--- src/rtl/ring_sched_pkg.sv ---
// Shared types and helpers for the ring_sched rotating-priority arbiter.
package ring_sched_pkg;

    localparam int MAX_N = 8;

    typedef enum logic [1:0] {
        IDLE  = 2'd0,
        GRANT = 2'd1,
        GAP   = 2'd2
    } state_e;

    // Rotate the low n bits of a one-hot right by one; bit 0 wraps to bit n-1.
    function automatic logic [MAX_N-1:0] rotr1(
        input logic [MAX_N-1:0] v,
        input int               n
    );
        logic [MAX_N-1:0] r;
        r = '0;
        for (int i = 0; i < MAX_N; i++) begin
            if (i == n - 1) begin
                r[i] = v[0];
            end else if (i < n - 1) begin
                r[i] = v[(i + 1) % MAX_N];
            end
        end
        return r;
    endfunction

endpackage

--- src/rtl/ring_prio_pick.sv ---
// Combinational winner search: start at the pointer bit, walk down, wrap N-1.
module ring_prio_pick
    import ring_sched_pkg::*;
#(
    parameter int N  = 4,
    parameter int IW = $clog2(N)
) (
    input  logic [N-1:0]  req,
    input  logic [N-1:0]  ptr,
    output logic [N-1:0]  win,
    output logic [IW-1:0] win_idx,
    output logic          any
);

    logic [IW-1:0] start;
    logic [IW-1:0] idx;

    always_comb begin
        start = '0;
        for (int i = 0; i < N; i++) begin
            if (ptr[i]) begin
                start = IW'(i);
            end
        end
    end

    always_comb begin
        win     = '0;
        win_idx = '0;
        any     = 1'b0;
        idx     = '0;
        for (int k = 0; k < N; k++) begin
            idx = IW'((int'(start) + N - k) % N);
            if (!any && req[idx]) begin
                any      = 1'b1;
                win[idx] = 1'b1;
                win_idx  = idx;
            end
        end
    end

endmodule

--- src/rtl/ring_sched.sv ---
// Rotating-priority arbiter with bounded tenure and a one-cycle release gap.
module ring_sched
    import ring_sched_pkg::*;
#(
    parameter int N        = 4,
    parameter int MAX_HOLD = 8,
    parameter int IW       = $clog2(N)
) (
    input  logic          clk,
    input  logic          rstn,
    input  logic [N-1:0]  req,
    output logic [N-1:0]  gnt,
    output logic [IW-1:0] gnt_id,
    output logic          gnt_valid,
    output logic          expired
);

    localparam logic [7:0] HOLD_LAST = 8'(MAX_HOLD - 1);

    state_e        state_q, state_d;
    logic [N-1:0]  ptr_q, ptr_d;
    logic [7:0]    hold_cnt_q, hold_cnt_d;
    logic [N-1:0]  gnt_q, gnt_d;
    logic [IW-1:0] gnt_id_q, gnt_id_d;
    logic          gnt_valid_q, gnt_valid_d;
    logic          expired_q, expired_d;

    logic [N-1:0]     win;
    logic [IW-1:0]    win_idx;
    logic             any;
    logic [MAX_N-1:0] win_w;
    logic             own_req;

    ring_prio_pick #(
        .N  (N),
        .IW (IW)
    ) u_pick (
        .req     (req),
        .ptr     (ptr_q),
        .win     (win),
        .win_idx (win_idx),
        .any     (any)
    );

    assign own_req = req[gnt_id_q];

    always_comb begin
        state_d     = state_q;
        ptr_d       = ptr_q;
        hold_cnt_d  = hold_cnt_q;
        gnt_d       = gnt_q;
        gnt_id_d    = gnt_id_q;
        gnt_valid_d = gnt_valid_q;
        expired_d   = 1'b0;
        win_w       = '0;
        win_w[N-1:0] = win;
        unique case (state_q)
            IDLE, GAP: begin
                if (any) begin
                    state_d     = GRANT;
                    gnt_d       = win;
                    gnt_id_d    = win_idx;
                    gnt_valid_d = 1'b1;
                    // Winner drops to lowest priority for the next search.
                    ptr_d       = N'(rotr1(win_w, N));
                    hold_cnt_d  = '0;
                end else begin
                    state_d     = IDLE;
                    gnt_d       = '0;
                    gnt_id_d    = '0;
                    gnt_valid_d = 1'b0;
                end
            end
            GRANT: begin
                if (!own_req || hold_cnt_q == HOLD_LAST) begin
                    state_d     = GAP;
                    gnt_d       = '0;
                    gnt_id_d    = '0;
                    gnt_valid_d = 1'b0;
                    // A voluntary drop wins over an expiring tenure.
                    expired_d   = own_req;
                end else begin
                    hold_cnt_d  = hold_cnt_q + 8'd1;
                end
            end
            default: begin
                state_d     = IDLE;
                gnt_d       = '0;
                gnt_id_d    = '0;
                gnt_valid_d = 1'b0;
            end
        endcase
    end

    always_ff @(posedge clk) begin
        if (!rstn) begin
            state_q     <= IDLE;
            ptr_q       <= {1'b1, {(N-1){1'b0}}};
            hold_cnt_q  <= '0;
            gnt_q       <= '0;
            gnt_id_q    <= '0;
            gnt_valid_q <= 1'b0;
            expired_q   <= 1'b0;
        end else begin
            state_q     <= state_d;
            ptr_q       <= ptr_d;
            hold_cnt_q  <= hold_cnt_d;
            gnt_q       <= gnt_d;
            gnt_id_q    <= gnt_id_d;
            gnt_valid_q <= gnt_valid_d;
            expired_q   <= expired_d;
        end
    end

    assign gnt       = gnt_q;
    assign gnt_id    = gnt_id_q;
    assign gnt_valid = gnt_valid_q;
    assign expired   = expired_q;

endmodule

--- config.mk ---
export PLATFORM = sky130hd
export DESIGN_NAME = ring_sched
export DESIGN_NICKNAME = d
export VERILOG_FILES = /design/src/rtl/ring_sched_pkg.sv /design/src/rtl/ring_prio_pick.sv /design/src/rtl/ring_sched.sv
export SDC_FILE = /design/constraint.sdc
export NUM_CORES = 1
export LEC_CHECK = 0
export CELL_PAD_IN_SITES_DETAIL_PLACEMENT = 0
export CELL_PAD_IN_SITES_GLOBAL_PLACEMENT = 1
export CORE_ASPECT_RATIO = 0.6
export CORE_UTILIZATION = 30
export CTS_CLUSTER_DIAMETER = 150
export DETAILED_ROUTE_END_ITERATION = 7
export PLACE_DENSITY_LB_ADDON = 0.1
export SYNTH_ARGS = -nofsm -noshare
export SYNTH_HDL_FRONTEND = slang
export SYNTH_SLANG_ARGS = --single-unit
--- constraint.sdc ---
create_clock -name clk -period 4.1 [get_ports clk]
set_input_delay 0.615 -clock clk [delete_from_list [all_inputs] [get_ports clk]]
set_output_delay 0.615 -clock clk [all_outputs]
set_load 0.02 [all_outputs]
==> Yosys cells after proc, flatten, opt, wreduce, memory -nomap -nowiden <==
Cells that the tools add are included.
{ "totals": {"register_bits": 22, "in_bits": 6, "output_inout_bits": 8} }
{ "classes": {"n_addsub": 5, "n_lt_le_gt_ge": 9, "n_eq_ne": 6, "mux": 48, "bitwise": 3, "n_reduce_logical": 18} }
{ "ops": {"columns": ["operator", "n"], "rows": [
  ["$mux W4", 6],
  ["$mux W2", 9],
  ["$mux W1", 17],
  ["$mux W8", 2],
  ["$pmux W8 S2", 1],
  ["$lt A2 B3 Y1 const B", 5],
  ["$or A4 B4 Y4", 3],
  ["$bmux W1 S2", 5],
  ["$add A8 B1 Y8 const B", 1],
  ["$demux W1 S2", 4],
  ["$eq A8 B3 Y1 const B", 1],
  ["$ge A2 B1 Y1 const B", 4],
  ["$pmux W2 S2", 2],
  ["$pmux W4 S2", 1],
  ["$logic_and A1 B1 Y1", 7],
  ["$ne A2 B2 Y1 const B", 3],
  ["$reduce_and A3 Y1", 2],
  ["$logic_not A1 Y1", 4],
  ["$sub A2 B2 Y2 const B", 2],
  ["$add A2 B1 Y2 const B", 1],
  ["$eq A2 B1 Y1 const B", 1],
  ["$eq A2 B2 Y1 const B", 1],
  ["$logic_not A2 Y1", 1],
  ["$pmux W1 S2", 1],
  ["other kinds (5)", 5]
]} }

==> Depth between registers and ports, before layout <==
Gate-level depths: netlist (run 1).
{ "depth": {"ltp_word": 18, "ltp_mapped": 11} }

==> Hierarchy <==
From an unflattened synthesis (run 1), not the netlist that was laid out.
{ "hier_totals": {"cells_unflattened": 183, "hier_area_um2": 1502.7} }
{ "modules_own_cells": {"columns": ["module", "n_inst", "cells_each", "area_per_inst_um2", "seq_area_each_um2"], "rows": [
  ["ring_sched", 1, 115, 1002.2, 440.4],
  ["ring_prio_pick", 1, 68, 500.5, 0.0]
]} }

==> Worst setup path after synthesis (run 1) <==
Ideal clock, no wire load.
{ "synth_path": {"path_type": "reg2reg", "from": "reg ptr_q[1]", "to": "reg ptr_q[3]", "setup_ns": 0.134, "arrival_ns": 2.378, "t_required_ns": 3.966, "slack_ns": 1.588, "path_stages_with_launch": 11, "path_buffers": 2, "period_less_slack_ns": 2.512, "path_cell_list": "dfxtp_1 > or2b_1 > nand2_1 > ha_1 > clkbuf_1 > mux2i_1 > a21boi_1 > o211ai_2 > o21bai_2 > buf_6 > a32oi_1"} }
{ "synth_between": {"elab_chain_len": 17, "word_cells_on_any_way": 53} }
{ "synth_lines": {"columns": ["item", "line_no", "source"], "rows": [
  ["start: declaration", "ring_sched.sv:21", "logic [N-1:0] ptr_q, ptr_d;"],
  ["start signal: assignment", "ring_sched.sv:98", "ptr_q <= {1'b1, {(N-1){1'b0}}};"],
  ["start signal: assignment", "ring_sched.sv:106", "ptr_q <= ptr_d;"],
  ["$mux W1 *", "ring_prio_pick.sv:21", "if (ptr[i]) begin"],
  ["$mux W2 * (2 in series)", "ring_prio_pick.sv:21", null],
  ["$add A2 B1 Y2 *", "ring_prio_pick.sv:33", "idx = IW'((int'(start) + N - k) % N);"],
  ["branches (longest 13 deep; another with $lt A2 B3 Y1)", null, null]
]} }
Every way passes the cells marked *. The select of a mux whose other input is x is not followed.
A chain may end at the register's enable or synchronous reset.

==> Worst setup path after layout (run 1) <==
{ "layout_path": {"from": "reg ptr_q[1]", "to": "reg hold_cnt_q[7]"} }
{ "layout_between": {"elab_chain_len": 18, "word_cells_on_any_way": 27} }
{ "layout_lines": {"columns": ["item", "line_no", "source"], "rows": [
  ["$mux W1 *", "ring_prio_pick.sv:21", null],
  ["$mux W2 * (2 in series)", "ring_prio_pick.sv:21", null],
  ["$add A2 B1 Y2 *", "ring_prio_pick.sv:33", null],
  ["branches (longest 11 deep; another with $sub A2 B2 Y2)", null, null],
  ["$mux W1 *", "ring_prio_pick.sv:34", "if (!any && req[idx]) begin"],
  ["$ne A2 B2 Y1 (no source line) *", null, null],
  ["$reduce_and A3 Y1 (no source line) *", null, null],
  ["end signal: assignment", "ring_sched.sv:107", "hold_cnt_q <= hold_cnt_d;"],
  ["end: declaration", "ring_sched.sv:22", "logic [7:0] hold_cnt_q, hold_cnt_d;"]
]} }
Marked as above.

==> results of run 1 <==
==> kinds of logic after synthesis <==
group | after synthesis | synth area share (%)
buffers and inverters | 22 | 6.49
adder cells (fa/ha/maj) | 8 | 7.21
AO/OA/AOI/OAI | 52 | 28.2
XOR/XNOR | 7 | 4.41
AND/OR/NAND/NOR | 47 | 18.5
multiplexers | 5 | 4.95
flip-flops | 21 | 30.3
==> per-stage QoR <==
step | hold WS, ns | cell area, um^2
2_1_floorplan | 0.495 | 1390
3_3_place_gp | 0.456 | 1580
3_5_place_dp | 0.451 | 1580
4_1_cts | 0.466 | 1620
5_1_grt | 0.496 | 1620
6_report | 0.462 | 1620
==> layer usage <==
metal	routed length [um]	GRT usage (%)
met4	8	2.46
met1	2080	25.5
met2	1330	22.3
met5	0	0
met3	207	3.89
==> worst register-to-register path, delay by kind of cell (launching register included) <==
kind | cells | cell delay, ns
compound gates | 3 | 1.06
fa+ha+maj | 1 | 0.35
flops | 1 | 0.41
mux | 1 | 0.21
simple gates | 3 | 0.76
==> cells in the mapped netlist, drive strengths merged (2+ instances only) <==
cell	count	share of area, %
a21boi	2	1.1
a21oi	5	1.8
nand2	14	4.0
nor2b	2	0.90
o21ai	6	2.2
mux2	2	1.9
o31ai	6	3.2
nor3b	2	1.8
nand2b	2	0.90
a222oi	3	2.2
inv	15	4.1
a22oi	8	4.3
nand4	3	1.4
nor2	6	1.6
a211oi	5	2.7
nand3	4	1.4
o311a	2	1.4
a221oi	2	1.3
and2	2	0.90
dfxtp	21	30
mux2i	2	1.4
ha	8	7.2
xnor2	6	3.8
and3	7	3.2
clkbuf	6	1.6
o22ai	4	1.8
a32oi	2	1.3
==> registers in the layout, indices dropped and copies added, names as in the netlist <==
name	cells
gnt_valid	1
gnt	4
expired	1
state_q	2
ptr_q	3
hold_cnt_q	8
gnt_id	2
==> power by group through the flow <==
stage | sequential [mW] | clock, mW | combinational [mW]
floorplan | 0.337 | 0 | 0.493
global placement | 0.319 | 0 | 0.723
detailed placement | 0.321 | 0 | 0.719
CTS | 0.315 | 0.141 | 0.722
global route | 0.325 | 0.149 | 0.815
finish | 0.315 | 0.136 | 0.725
==> area by class of cell <==
class | count | area (um^2) | share of cell area [%]
Clock buffer | 4 | 45.0 | 2.78
Inverter | 15 | 56.3 | 3.47
Multi-Input combinational cell | 119 | 878 | 54.2
Timing Repair Buffer | 15 | 145 | 8.96
Sequential cell | 21 | 420 | 25.9
Tap cell | 60 | 75.1 | 4.63
==> worst paths after layout <==
kind | start | to | slack, ns | depth (start not counted)
worst min-delay path | gnt_valid | gnt_valid | 0.46 | 2
worst max register to register | ptr_q[1] | hold_cnt_q[7] | 1.25 | 8
worst min register to register | gnt_valid | gnt_valid | 0.46 | 2
worst max-delay path | ptr_q[1] | hold_cnt_q[7] | 1.25 | 8
==> cells in the final DEF (no fill, tap or decap), types with 2 or more instances in the layout <==
cell type	count
and2_1	2
mux2i_1	2
nor3b_2	2
o31ai_1	6
clkdlybuf4s50_1	13
o21ai_0	5
nor2b_1	2
buf_4	2
clkbuf_8	3
inv_2	2
a21oi_1	5
a222oi_1	3
a32oi_1	2
and3_1	7
xnor2_1	6
nor2_1	6
a211oi_1	5
a22oi_1	8
nand2b_1	2
nand2_1	13
dfxtp_1	21
o22ai_1	4
a221oi_1	2
nand3_1	4
o311a_1	2
inv_1	13
nand4_1	3
ha_1	8
==> results.toml, run 1 <==
[timing]
fmax_mhz = 350
slew_headroom_pct = 58.0
fin_crit_sh_pct = 69.6
finalSetupTns_ns = 0
max_slew.worst_pin.slew_ns = 0.623
setup_viol = 0
finalClockSkew_ns = 0.00248
final.setup.worst_slack_ns = 1.25
period_minus_slack_ns = 2.85
maxSlewViolCount = 0
finalHoldViolCount = 0
rsz0062_at_grt = "no"

[floorplan]
rows = 18
die_width_um = 89.8
dieArea_mm2 = 0.00491
core-area_mm2 = 0.00428
die_y_um = 54.7
start_util_pct = 32.5
ioPinCount = 14

[layout]
final_cells = 234
drive_above_1_share_pct = 9.77
final_util_pct = 37.9
fillCellCount = 459
antenna_cells = 0
area_growth_pct = 16.7
nets = 189

[clocking]
cts_made_buffers = 3
holdBufCountCts = 0
cts_tree = "done"
clkTransAtPathRegs_ns = 0.07
post_cts_resized = 0
root_buffer = "clkbuf_8"
cts_max_path_buffers = 2
cts_setup_buffers = 0
clkSinkCount = 21
htree_num_levels = 1
clkLatencyLatePin_ns = 0.26

[power]
seq_power_share_pct = 26.8
power.share.clock_pct = 11.6
ir_worst_vdd_mv = 0.180
switching_share_pct = 47.2
cellPowerDensity_mw_per_mm2 = 725
power.internal_mw = 0.620
power_mw = 1.18
comb_power_share_pct = 61.7
p_leak_nw = 0.633
p_sw_mw = 0.555

[setup_path]
cp-start-kind = "register"
path_cells = "or2b_1, nand2_1, ha_1, mux2i_1, a21boi_1, o211ai_2, o21bai_2, nor3b_2"
critical_path_class = "register to register"
critPathMaxStageDelay_ns = 0.45
crit_path_max_fanout = 12
crit_buf_inv = 0
slowest_stage = "a21boi_1"
crit_family = "compound AO/OA/AOI/OAI gates"
required_ns = 4.29
endpoint_kind = "register"
arrival_ns = 3.04

[logic_synthesis]
synth_area_mm2 = 0.00139
ys_seq_area_share_pct = 30.3
synthArstFlopShare_pct = 0
synth_edf_count = 0
synth-seq-cells = 21
synth_flop_cell = "dfxtp_1"
synth_cell_types = 47
ys_warn_count = 0
postSynthAreaPerCell_um2 = 8.57
synth_fp_nets = 176
synthCells = 162

[outcome]
status = "complete, no violations"

[hold_path]
min_path_type = "register to register"

[drt]
firstDrtPassIters = 6
remaining_drc_errors = 0
dr.first_iter.drc_count = 157
num_vias = 1283
vias_per_cell = 5.48
wl_per_cell_um = 15.5
drt_wl_total_um = 3630
ant_nets = 0

[global_route]
grtUsageTotal_pct = 16.4
grt_pass1_wl_um = 6090
grt_pass1_vias = 1114
antenna_found_initial = 0
grt-ovfl-total = 0
grt_start_max_net_pins = 13

[placed_design]
io_buffers = 13
placed_cells = 230
dp_hpwl_um = 2770
pre_cts_ws_ns = 1.24
gp_congestion = 0.790

[flow_run]
drv_cap = 0
Note: power is estimated with default switching activity, not from simulation.
==> inputs of run 2 (changes only) <==
Clock period 4.1 ns to 2.5 ns, I/O delays scaled along.
==> run 2 against run 1 <==
  * Global-route usage up 0.56 points
  * Flip-flop and latch count unchanged
  * Design area up 10%
  * Clock power is 61% higher
  * Die area stayed put
  * Largest cell class unchanged
  * Utilization grew 3.9 points
  * Non-clock buffer count up 16
  * Combinational power increased by 100%
  * Clock skew hardly changed
  * Largest power group unchanged
  * Worst setup slack lost 1.1 ns
  * First-iteration DRC count decreased by 26%
  * Maximum frequency rose by 21%
==> results.toml, run 2 (synthesis results as in run 1) <==
[outcome]
status = "complete, no violations"

[power]
cellPowerDensity_mw_per_mm2 = 1220
p_leak_nw = 0.718
ir_worst_vdd_mv = 0.352
power_mw = 2.17

[clocking]
cts_max_path_buffers = 2
cts_tree = "done"
post_cts_resized = 0
cts_setup_buffers = 0
clkLatencyLatePin_ns = 0.26
htree_num_levels = 1
clkTransAtPathRegs_ns = 0.07
root_buffer = "clkbuf_8"
clkSinkCount = 21
cts_made_buffers = 3
holdBufCountCts = 0

[layout]
drive_above_1_share_pct = 22.1
area_growth_pct = 28.7
antenna_cells = 0
final_util_pct = 41.8
final_cells = 250
mostFrequentLayoutCells = "21 x dfxtp_1, 18 x buf_4, 13 x nand2_1, 13 x inv_1, 13 x clkdlybuf4s50_1"
largest-register = "hold_cnt_q"
layout_commonest_cell = "dfxtp_1"
nets = 205
largest_reg_flops = 8

[drt]
wl_per_cell_um = 15.6
remaining_drc_errors = 0
vias_per_cell = 5.20
num_vias = 1301
drt_wl_total_um = 3910
firstDrtPassIters = 4
ant_nets = 0
dr.first_iter.drc_count = 116

[hold_path]
hold_depth = 2
min_path_type = "register to register"

[setup_path]
critical_path_class = "register to register"
cp-start-kind = "register"
required_ns = 2.66
crit_path_max_fanout = 7
rr_worst_depth = 9
arrival_ns = 2.53
endpoint_kind = "register"

[global_route]
grt-ovfl-total = 0
grt_pass1_wl_um = 6310
grt_start_max_net_pins = 13
grt_pass1_vias = 1216
antenna_found_initial = 0
grtUsageTotal_pct = 17.0

[floorplan]
rows = 18
die_y_um = 54.7
die_width_um = 89.8
ioPinCount = 14
start_util_pct = 32.5
core-area_mm2 = 0.00428
dieArea_mm2 = 0.00491

[timing]
max_slew.worst_pin.slew_ns = 0.431
finalHoldViolCount = 0
fin_crit_sh_pct = 94.7
setup_viol = 0
rsz0062_at_grt = "yes"
period_minus_slack_ns = 2.37
timing.hold.ws_ns = 0.462
maxSlewViolCount = 0
fmax_mhz = 422
slew_headroom_pct = 71.1
finalClockSkew_ns = 0.00206

[placed_design]
placed_cells = 246
gp_congestion = 0.861
dp_hpwl_um = 3120
io_buffers = 13

[flow_run]
drv_cap = 0
-- run 2: worst paths after layout --
| kind | slack (ns) | end | from |
|---|---|---|---|
| worst max register to register | 0.13 | ptr_q[2] | ptr_q[2] |
| worst min-delay path | 0.46 | gnt_valid | gnt_valid |
| worst min register to register | 0.46 | gnt_valid | gnt_valid |
| worst max-delay path | 0.13 | ptr_q[2] | ptr_q[2] |
-- run 2: critical path: stages (launching register included) --
cell      delay (ns)
dfxtp_1         0.34
or2b_1          0.25
nand2_1         0.11
ha_2            0.33
mux2i_2         0.18
and3_1          0.23
buf_4           0.16
o31ai_2         0.24
o22ai_2         0.14
a221oi_1        0.27
-- run 2: routing by layer --
layer  vias to the layer above  global-route usage [%]  wire [um]
li1                        662                       -          -
met1                       617                    26.1       2350
met2                        20                    23.8       1420
met3                         2                    4.03        129
met4                         0                    1.91          4
met5                         -                       0          0
-- run 2: final cells by class --
type / count / area, um^2
clock buffer: 4 / 45.0
fill: 440 / 2490
inverter: 15 / 56.3
multi-input combinational: 119 / 926
sequential: 21 / 420
tap: 60 / 75.1
timing repair buffer: 31 / 265
-- run 2: metrics by stage --
step                TNS, ns  cell area [um^2]  setup slack, ns
floorplan                 0              1390          0.00525
global placement          0              1700           0.0803
detailed placement        0              1700           0.0597
CTS                       0              1740           0.0573
global route         -0.133              1790          -0.0446
finish                    0              1790            0.133
-- run 2: where the power goes --
part / internal (mW) / switching, mW
Sequential: 0.422 / 0.0764
Clock: 0.113 / 0.106
Combinational: 0.638 / 0.819
Total: 1.17 / 1.00
==> inputs of run 3 (changes only) <==
Settings changed: CORE_UTILIZATION 30 to 38, GPL_ROUTABILITY_DRIVEN set to 0.
==> run 3 against run 2 <==
  * Worst setup slack gained 0.047 ns
  * Design area shrank 3.1%
  * Global-route usage increased by 3.4 points
  * Critical path depth unchanged
  * First-iteration DRC count rose by 16%
  * Hold slack improved by 0.0089 ns
  * Flip-flop and latch count unchanged
  * Wire length is 7.7% lower
  * Utilization rose by 9.7 points
  * Maximum frequency is 2.0% higher
  * Final cell count shrank 6.8%
  * Critical path type unchanged
  * Largest power group unchanged
==> results.toml, run 3 (synthesis results as in run 1) <==
[outcome]
status = "complete, no violations"

[drt]
dr.first_iter.drc_count = 135
firstDrtPassIters = 4
ant_nets = 0
drt_wl_total_um = 3600
vias_per_cell = 5.69
wl_per_cell_um = 15.5
num_vias = 1326
remaining_drc_errors = 0

[layout]
regArea_um2 = 420
final_cells = 233
fillCellCount = 352
area_growth_pct = 24.8
largest_reg_flops = 8
layout_commonest_cell = "dfxtp_1"
multi_input_comb_area_um2 = 905
drive_above_1_share_pct = 19.1
antenna_cells = 0
largest-register = "hold_cnt_q"
mostFrequentLayoutCells = "21 x dfxtp_1, 16 x buf_4, 13 x nand2_1, 13 x inv_1, 13 x clkdlybuf4s50_1"
nets = 203

[hold_path]
hold_path.startpoint = "gnt_valid"
hold_path_end = "gnt_valid"
min_path_type = "register to register"
hold_depth = 2

[clocking]
htree_num_levels = 1
clkTransAtPathRegs_ns = 0.07
cts_setup_buffers = 0
post_cts_resized = 0
root_buffer = "clkbuf_8"
cts_made_buffers = 3
cts_tree = "done"
clkSinkCount = 21
cts_max_path_buffers = 2
holdBufCountCts = 0
clkLatencyLatePin_ns = 0.25

[timing]
period_minus_slack_ns = 2.32
slew_headroom_pct = 75.5
setup_viol = 0
fin_crit_sh_pct = 92.8
final.setup.worst_slack_ns = 0.180
rsz0062_at_grt = "no"
finalHoldViolCount = 0
max_slew.worst_pin.slew_ns = 0.365
finalSetupTns_ns = 0
finalClockSkew_ns = 0.00408
fmax_mhz = 431
maxSlewViolCount = 0

[setup_path]
path_cells = "or2b_1, nand2_1, ha_2, mux2i_2, and3_1, buf_4, o31ai_1, o22ai_1, a221oi_1"
required_ns = 2.66
rr_worst_depth = 9
endpoint_kind = "register"
r2r-end = "ptr_q[2]"
crit_path_max_fanout = 7
cp-start-kind = "register"
crit_cells = 9
crit_buf_inv = 1
critical_path_class = "register to register"
critPathMaxStageDelay_ns = 0.33
arrival_ns = 2.48
reg2reg_from = "ptr_q[1]"
slowest_stage = "dfxtp_1"
r2r_slack_ns = 0.18
crit_family = "compound AO/OA/AOI/OAI gates"

[global_route]
grtUsageTotal_pct = 20.4
grt_pass1_wl_um = 6100
grt-ovfl-total = 0
antenna_found_initial = 0
grt_pass1_vias = 1232
grt_start_max_net_pins = 13

[power]
power_mw = 2.09
cellPowerDensity_mw_per_mm2 = 1210
ir_worst_vdd_mv = 0.444
p_leak_nw = 0.702

[floorplan]
start_util_pct = 41.3
die_width_um = 80.0
ioPinCount = 14
dieArea_mm2 = 0.00391
rows = 16
core-area_mm2 = 0.00336
die_y_um = 48.8

[placed_design]
placed_cells = 229
io_buffers = 13
pre_cts_ws_ns = 0.0407
dp_hpwl_um = 2880

[flow_run]
drv_cap = 0
run 3: cell count changes in the layout (fill, tap and decap cells not counted), sizes merged:
cell	change
buf	-2
run 3: final cells by class:
class / instances / area share, %
sequential: 21 / 24.3
timing repair buffer: 29 / 14.4
clock buffer: 4 / 2.60
multi-input combinational: 119 / 52.2
inverter: 15 / 3.25
tap: 45 / 3.25
run 3: worst max path at each step:
stage | start | endpoint | slack (ns)
floorplan | ptr_q[1] | ptr_q[3] | 0.005
global placement | req[2] | ptr_q[2] | 0.09
detailed placement | ptr_q[2] | hold_cnt_q[6] | 0.04
CTS | ptr_q[2] | hold_cnt_q[6] | 0.04
global route | ptr_q[2] | ptr_q[1] | 0.02
finish | ptr_q[1] | ptr_q[2] | 0.18
run 3: metrics by stage:
stage | utilization [%] | cell area, um^2 | hold WS, ns
after CTS | 50.9 | 1710 | 0.474
final | 51.5 | 1730 | 0.471
after global placement | 49.5 | 1670 | 0.448
after global routing | 51.5 | 1730 | 0.508
after detailed placement | 49.5 | 1670 | 0.456
after floorplan | - | 1390 | 0.495
run 3: worst min-delay path: cells and delay by family (launching register included):
kind / cells / cell delay, ns
DFF: 1 / 0.31
AOI/OAI and AO/OA: 1 / 0.06
and+or+nand+nor: 1 / 0.05
run 3: power by group:
part           internal, mW  switching, mW
clock network         0.113          0.103
registers             0.422         0.0770
logic                 0.603          0.775
run 3: per-layer routing:
metal	track usage [%]	part of all wire [%]	vias to the layer above
met1	32.8	53	620
met2	28.5	39	49
met5	0	0	-
li1	-	-	653
met4	0.893	0.44	0
met3	4.67	7.7	4
